--- src/rtl/rx_uart_cfg_if.sv ---
// Received-word handshake between the UART receiver and its consumer.
// The producer drives the word and its status flags; the consumer drives in_ready.
interface rx_uart_cfg_if #(
    parameter int DATA_BITS = 8
);
    logic [DATA_BITS-1:0] out_data;
    logic                 out_valid;
    logic                 in_ready;
    logic                 out_parity_err;
    logic                 out_frame_err;
    logic                 out_overrun;
    logic                 out_busy;

    modport master (
        output out_data, out_valid, out_parity_err, out_frame_err, out_overrun, out_busy,
        input  in_ready
    );

    modport slave (
        input  out_data, out_valid, out_parity_err, out_frame_err, out_overrun, out_busy,
        output in_ready
    );
endinterface

--- src/rtl/rx_uart_cfg.sv ---
// Configurable UART receiver: runtime divisor, optional parity, 1/2 stop bits,
// start-glitch rejection and a valid/ready output with per-frame status.
module rx_uart_cfg #(
    parameter int DATA_BITS  = 8,
    parameter int PARITY     = 0,
    parameter int STOP_BITS  = 1,
    parameter int TIMER_BITS = 16
) (
    input  logic                  clk,
    input  logic                  i_reset_n,
    input  logic                  uart_txd_in,
    input  logic [TIMER_BITS-1:0] in_baud_div,
    rx_uart_cfg_if.master         rx
);
    typedef enum logic [2:0] {
        ST_IDLE,
        ST_START,
        ST_DATA,
        ST_PARITY,
        ST_STOP
    } state_t;

    logic                  sync1_reg;
    logic                  rx_s;
    logic                  prev_reg;

    state_t                state_reg;
    logic [TIMER_BITS-1:0] cnt_reg;
    logic [TIMER_BITS-1:0] div_reg;
    logic [3:0]            idx_reg;
    logic [DATA_BITS-1:0]  shift_reg;
    logic                  perr_reg;
    logic                  ferr_reg;
    logic                  done_reg;

    logic [DATA_BITS-1:0]  data_reg;
    logic                  valid_reg;
    logic                  operr_reg;
    logic                  oferr_reg;
    logic                  ovr_reg;
    logic                  busy_reg;

    logic [TIMER_BITS-1:0] div_clamped;
    logic                  tick;
    logic                  fall;

    assign div_clamped = (in_baud_div < TIMER_BITS'(4)) ? TIMER_BITS'(4) : in_baud_div;
    assign tick        = (cnt_reg == '0);
    assign fall        = prev_reg && !rx_s;

    always_ff @(posedge clk or negedge i_reset_n) begin
        if (!i_reset_n) begin
            sync1_reg <= 1'b1;
            rx_s      <= 1'b1;
            prev_reg  <= 1'b1;
        end else begin
            sync1_reg <= uart_txd_in;
            rx_s      <= sync1_reg;
            prev_reg  <= rx_s;
        end
    end

    always_ff @(posedge clk or negedge i_reset_n) begin
        if (!i_reset_n) begin
            state_reg <= ST_IDLE;
            cnt_reg   <= '0;
            div_reg   <= '0;
            idx_reg   <= '0;
            shift_reg <= '0;
            perr_reg  <= 1'b0;
            ferr_reg  <= 1'b0;
            done_reg  <= 1'b0;
            data_reg  <= '0;
            valid_reg <= 1'b0;
            operr_reg <= 1'b0;
            oferr_reg <= 1'b0;
            ovr_reg   <= 1'b0;
            busy_reg  <= 1'b0;
        end else begin
            done_reg <= 1'b0;
            ovr_reg  <= 1'b0;
            if (state_reg != ST_IDLE) begin
                cnt_reg <= tick ? (div_reg - 1'b1) : (cnt_reg - 1'b1);
            end

            case (state_reg)
                ST_IDLE: begin
                    // Divisor is latched here so mid-frame port changes are ignored.
                    if (fall) begin
                        div_reg   <= div_clamped;
                        cnt_reg   <= (div_clamped >> 1) - 1'b1;
                        state_reg <= ST_START;
                        busy_reg  <= 1'b1;
                    end
                end
                ST_START: begin
                    if (tick) begin
                        if (rx_s) begin
                            state_reg <= ST_IDLE;
                            busy_reg  <= 1'b0;
                        end else begin
                            idx_reg   <= '0;
                            perr_reg  <= 1'b0;
                            ferr_reg  <= 1'b0;
                            state_reg <= ST_DATA;
                        end
                    end
                end
                ST_DATA: begin
                    if (tick) begin
                        shift_reg <= {rx_s, shift_reg[DATA_BITS-1:1]};
                        if (idx_reg == 4'(DATA_BITS - 1)) begin
                            idx_reg   <= '0;
                            state_reg <= (PARITY != 0) ? ST_PARITY : ST_STOP;
                        end else begin
                            idx_reg <= idx_reg + 1'b1;
                        end
                    end
                end
                ST_PARITY: begin
                    if (tick) begin
                        perr_reg  <= ((^shift_reg) ^ rx_s) != (PARITY == 1);
                        state_reg <= ST_STOP;
                    end
                end
                ST_STOP: begin
                    // Leave right after the last stop sample so a following start edge is caught.
                    if (tick) begin
                        if (!rx_s) begin
                            ferr_reg <= 1'b1;
                        end
                        if (idx_reg == 4'(STOP_BITS - 1)) begin
                            state_reg <= ST_IDLE;
                            busy_reg  <= 1'b0;
                            done_reg  <= 1'b1;
                        end else begin
                            idx_reg <= idx_reg + 1'b1;
                        end
                    end
                end
                default: begin
                    state_reg <= ST_IDLE;
                    busy_reg  <= 1'b0;
                end
            endcase

            if (done_reg) begin
                if (!valid_reg || rx.in_ready) begin
                    data_reg  <= shift_reg;
                    operr_reg <= perr_reg;
                    oferr_reg <= ferr_reg;
                    valid_reg <= 1'b1;
                end else begin
                    ovr_reg <= 1'b1;
                end
            end else if (valid_reg && rx.in_ready) begin
                valid_reg <= 1'b0;
            end
        end
    end

    assign rx.out_data       = data_reg;
    assign rx.out_valid      = valid_reg;
    assign rx.out_parity_err = operr_reg;
    assign rx.out_frame_err  = oferr_reg;
    assign rx.out_overrun    = ovr_reg;
    assign rx.out_busy       = busy_reg;
endmodule

--- src/flat_wrapper.sv ---
// flat-port wrapper written by rule: the top's interface ports become plain ports
module rx_uart_cfg_flat 
#(
    parameter int DATA_BITS  = 8,
    parameter int PARITY     = 0,
    parameter int STOP_BITS  = 1,
    parameter int TIMER_BITS = 16
)
  (clk, i_reset_n, uart_txd_in, in_baud_div, rx_out_data, rx_out_valid, rx_out_parity_err, rx_out_frame_err, rx_out_overrun, rx_out_busy, rx_in_ready);
  rx_uart_cfg_if #(.DATA_BITS(DATA_BITS)) rx_i ();
  input  logic clk;
  input  logic i_reset_n;
  input  logic uart_txd_in;
  input  logic [TIMER_BITS-1:0] in_baud_div;
  output wire logic [$bits(rx_i.out_data)-1:0] rx_out_data;
  output wire logic [$bits(rx_i.out_valid)-1:0] rx_out_valid;
  output wire logic [$bits(rx_i.out_parity_err)-1:0] rx_out_parity_err;
  output wire logic [$bits(rx_i.out_frame_err)-1:0] rx_out_frame_err;
  output wire logic [$bits(rx_i.out_overrun)-1:0] rx_out_overrun;
  output wire logic [$bits(rx_i.out_busy)-1:0] rx_out_busy;
  input wire logic [$bits(rx_i.in_ready)-1:0] rx_in_ready;
  assign rx_out_data = rx_i.out_data;
  assign rx_out_valid = rx_i.out_valid;
  assign rx_out_parity_err = rx_i.out_parity_err;
  assign rx_out_frame_err = rx_i.out_frame_err;
  assign rx_out_overrun = rx_i.out_overrun;
  assign rx_out_busy = rx_i.out_busy;
  assign rx_i.in_ready = rx_in_ready;
  rx_uart_cfg #(.DATA_BITS(DATA_BITS), .PARITY(PARITY), .STOP_BITS(STOP_BITS), .TIMER_BITS(TIMER_BITS)) u_core (.clk(clk), .i_reset_n(i_reset_n), .uart_txd_in(uart_txd_in), .in_baud_div(in_baud_div), .rx(rx_i));
endmodule
--- config.mk ---
export PLATFORM = sky130hd
export DESIGN_NAME = rx_uart_cfg_flat
export DESIGN_NICKNAME = d
export VERILOG_FILES = /design/src/rtl/rx_uart_cfg_if.sv /design/src/rtl/rx_uart_cfg.sv /design/src/flat_wrapper.sv
export SDC_FILE = /design/constraint.sdc
export NUM_CORES = 1
export LEC_CHECK = 0
export CAP_MARGIN = 30
export CORE_MARGIN = 4
export CORE_UTILIZATION = 49
export CTS_BUF_LIST = sky130_fd_sc_hd__clkbuf_2
export DETAILED_ROUTE_END_ITERATION = 10
export PLACE_DENSITY = 0.78
export SYNTH_ARGS = -nofsm -noshare
export SYNTH_HDL_FRONTEND = slang
export SYNTH_SLANG_ARGS = --single-unit
--- constraint.sdc ---
create_clock -name clk -period 5.65 [get_ports clk]
set_clock_uncertainty 0.15 [all_clocks]
set_input_delay 1.13 -clock clk [delete_from_list [all_inputs] [get_ports clk]]
set_output_delay 1.13 -clock clk [all_outputs]
set_load 0.02 [all_outputs]
==> impl_metrics.py <==
metrics = {
    "status": {
        "outcome": "finished clean",
    },
    "routing": {
        "drcViolationCount": 0,
        "wl_per_cell_um": 16.50,
        "drtAntennaViolNets": 0,
        "vias": 3159,
        "wl_um": 8531,
        "via_per_inst": 6.110,
        "first_pass_iters": 5,
        "drt_iter0_markers": 242,
    },
    "clocking": {
        "path_clk_slew_ps": 210,
        "clock_path_buffers": 2,
        "cts_max_level": 3,
        "cts_resized": 0,
        "cts_root_buf": "clkbuf_2",
        "cts_tree": "yes",
        "cts_buffers": 9,
        "post-cts-setup-buffer-count": 0,
        "insertion_delay_ps": 540,
        "cts_sinks": 66,
        "cts_hold_buffers": 0,
    },
    "synthesis": {
        "synth_cells": 383,
        "synth_cell_types": 65,
        "synthesis.nets": 408,
        "synthAdderAreaFrac_pct": 1.639,
        "ys_seq_area_share_pct": 43.38,
        "synth.avg_cell_area_um2": 9.964,
        "synth-simple-area-share_pct": 18.23,
        "synth_top_family_by_area": "simple AND/OR/NAND/NOR gates",
        "synthMuxAreaShare_pct": 9.672,
        "synth-xor-area-share_pct": 6.656,
        "synth_compound_area_share_pct": 17.61,
        "synthesis.area_um2": 3816,
        "yosysWarnings": 0,
        "postSynth.asyncResetShare_pct": 100.0,
        "synth_edf_count": 0,
        "synth_flop_cell": "dfrtp_1",
        "ys_ff_latch": 66,
    },
    "pwr": {
        "internal_power_w": 0.0008242,
        "p_sw_w": 0.0005350,
        "irDropWorstVdd_mv": 0.1892,
        "seq_power_share_pct": 52.4,
        "p_clk_share_pct": 19.0,
        "switching_share_pct": 39.36,
        "power.density_nw_per_um2": 315.3,
        "leakage_nw": 1.748,
        "comb_power_share_pct": 28.6,
    },
    "placed_design": {
        "dpl.hpwl_um": 5889,
        "portBuffers": 32,
        "gp_congestion": 0.8749,
    },
    "hold_path": {
        "min-delay-start": "u_core.sync1_reg",
        "hold_class": "reg2reg",
        "holdPathStages": 0,
        "min_to": "u_core.rx_s",
    },
    "sta": {
        "drv_slew": 0,
        "fin_crit_sh_pct": 72.66,
        "min_period_ps": 4105,
        "hold_slack_ps": 222.8,
        "slew_headroom_pct": 44.64,
        "max_freq_mhz": 243.6,
        "hold_viol": 0,
        "fin_setup_tns_ps": 0,
        "tightest_slew_ps": 830.4,
        "rsz0062_at_grt": "false",
        "setup-violations-final": 0,
    },
    "cells_and_area": {
        "fill_cells": 622,
        "drive_gt1_share_pct": 15.79,
        "areaGrowthSynthToFinish_pct": 12.95,
        "antennaDiodeCount": 0,
        "layout.nets": 438,
        "final_core_util_pct": 58.18,
        "final_common_cell": "dfrtp_1",
        "most-common-layout-cells": "63 x dfrtp_1, 34 x nor2_1, 31 x mux2_2, 31 x clkdlybuf4s50_1, 23 x nand2_1",
    },
    "grt": {
        "grt_overflow": 0,
        "antenna_found_initial": 0,
        "grt_use_total_pct": 20.64,
        "grt_pass1_vias": 3100,
        "grt_pass1_wl_um": 14720,
        "grt_max_degree": 67,
    },
    "worst_setup_path": {
        "cp.arrival_ps": 4440,
        "critical_path_class": "in2reg",
        "r2r_slack_ps": 2220,
        "cp_max_fo": 7,
        "crit_path_start_kind": "primary input",
        "r2r_cells": 10,
        "rr_startpoint": "u_core.cnt_reg[2]",
        "required_ps": 5990,
        "rr_endpoint": "u_core.cnt_reg[14]",
        "end_kind": "register",
    },
    "die": {
        "dieArea_um2": 9264,
        "placementRows": 31,
        "die_x_um": 96.25,
        "io_pins": 33,
        "core_um2": 7408,
        "start_util_pct": 51.51,
        "fp.dieH_um": 96.25,
    },
    "run": {
        "drv_cap": 0,
    },
}
worst max-delay path by stage:
stage | start | to | slack [ps] | cells past startpoint
after floorplan | in_baud_div[11] | u_core.cnt_reg[14] | 2030 | 10
after global placement | in_baud_div[11] | u_core.cnt_reg[14] | 1180 | 11
after detailed placement | in_baud_div[11] | u_core.cnt_reg[14] | 980 | 11
after CTS | in_baud_div[11] | u_core.cnt_reg[14] | 1510 | 11
after global routing | in_baud_div[11] | u_core.cnt_reg[14] | 1280 | 11
final | in_baud_div[11] | u_core.cnt_reg[14] | 1540 | 11
routing by layer:
metal	vias up	global-route usage, %	routed length [um]
met1	1543	27.30	3775
met2	113	31.51	4028
met3	21	3.831	479
met4	0	11.97	248
li1	1482	-	-
met5	-	0	0
power by group through the flow:
stage / Combinational, W / Sequential, W / Clock, W
global route: 0.000436 / 0.000726 / 0.000288
detailed placement: 0.000384 / 0.000717 / 0
finish: 0.000389 / 0.000712 / 0.000258
floorplan: 0.000295 / 0.000678 / 0
CTS: 0.000387 / 0.000706 / 0.000263
global placement: 0.000369 / 0.000713 / 0
worst max-delay path: stages:
cell and delay, ps:
clkdlybuf4s50_1 480, or3_1 440, nor3_1 610, nand3_1 240
o21ai_0 430, ha_1 270, nand4b_1 140, nor3_1 240
xor2_1 180, o22ai_1 100, nor3b_2 170
metrics by stage:
step	std cells	worst slack (ps)	total power, W	area, um^2
6_report	517	1545	0.001359	4310
2_1_floorplan	383	2025	0.0009724	3816
3_5_place_dp	500	983.9	0.001101	4197
4_1_cts	516	1513	0.001356	4295
3_3_place_gp	500	1180	0.001083	4197
5_1_grt	517	1282	0.001450	4310
layout make-up:
cell class / count / area (um^2) / area share [%]
sequential: 66 / 1655 / 38.40
inverter: 7 / 26.28 / 0.6096
multi-input combinational: 293 / 2053 / 47.63
timing repair buffer: 36 / 352.8 / 8.186
tap: 99 / 123.9 / 2.874
clock buffer: 9 / 45.04 / 1.045
clock inverter: 7 / 53.80 / 1.248
synthesized netlist by cell type, drive strengths merged, types with 2 or more instances:
cell,instances,area share (%)
or2,2,0.33
nor2,35,3.9
o21bai,3,0.59
or3,6,1.1
nand3,8,1.2
or4,6,1.3
nor2b,2,0.33
nor3,20,2.6
nand3b,3,0.59
xnor2,13,3.0
nand2b,8,1.3
a211o,7,1.6
o22ai,2,0.33
dfrtp,63,41
a22o,2,0.46
o21ai,23,3.1
buf,5,0.95
mux2,31,9.1
o31ai,6,1.7
a211oi,7,1.4
a21oi,20,2.6
o211ai,4,0.92
xor2,16,3.7
inv,7,0.69
nor4b,3,0.69
nor4,8,1.3
a21o,4,0.79
ha,5,1.6
o221ai,2,0.62
mux2i,2,0.52
a31oi,3,0.49
clkbuf,12,1.2
nand2,23,2.3
dfstp,3,2.1
o41ai,2,0.46
kinds of logic after synthesis:
family,count (synthesis)
AND/OR/NAND/NOR,130
AO/OA/AOI/OAI,96
flip-flops,66
multiplexers,33
XOR/XNOR,29
buffers and inverters,24
adder cells (fa/ha/maj),5
Power figures use the tool's default switching activity.
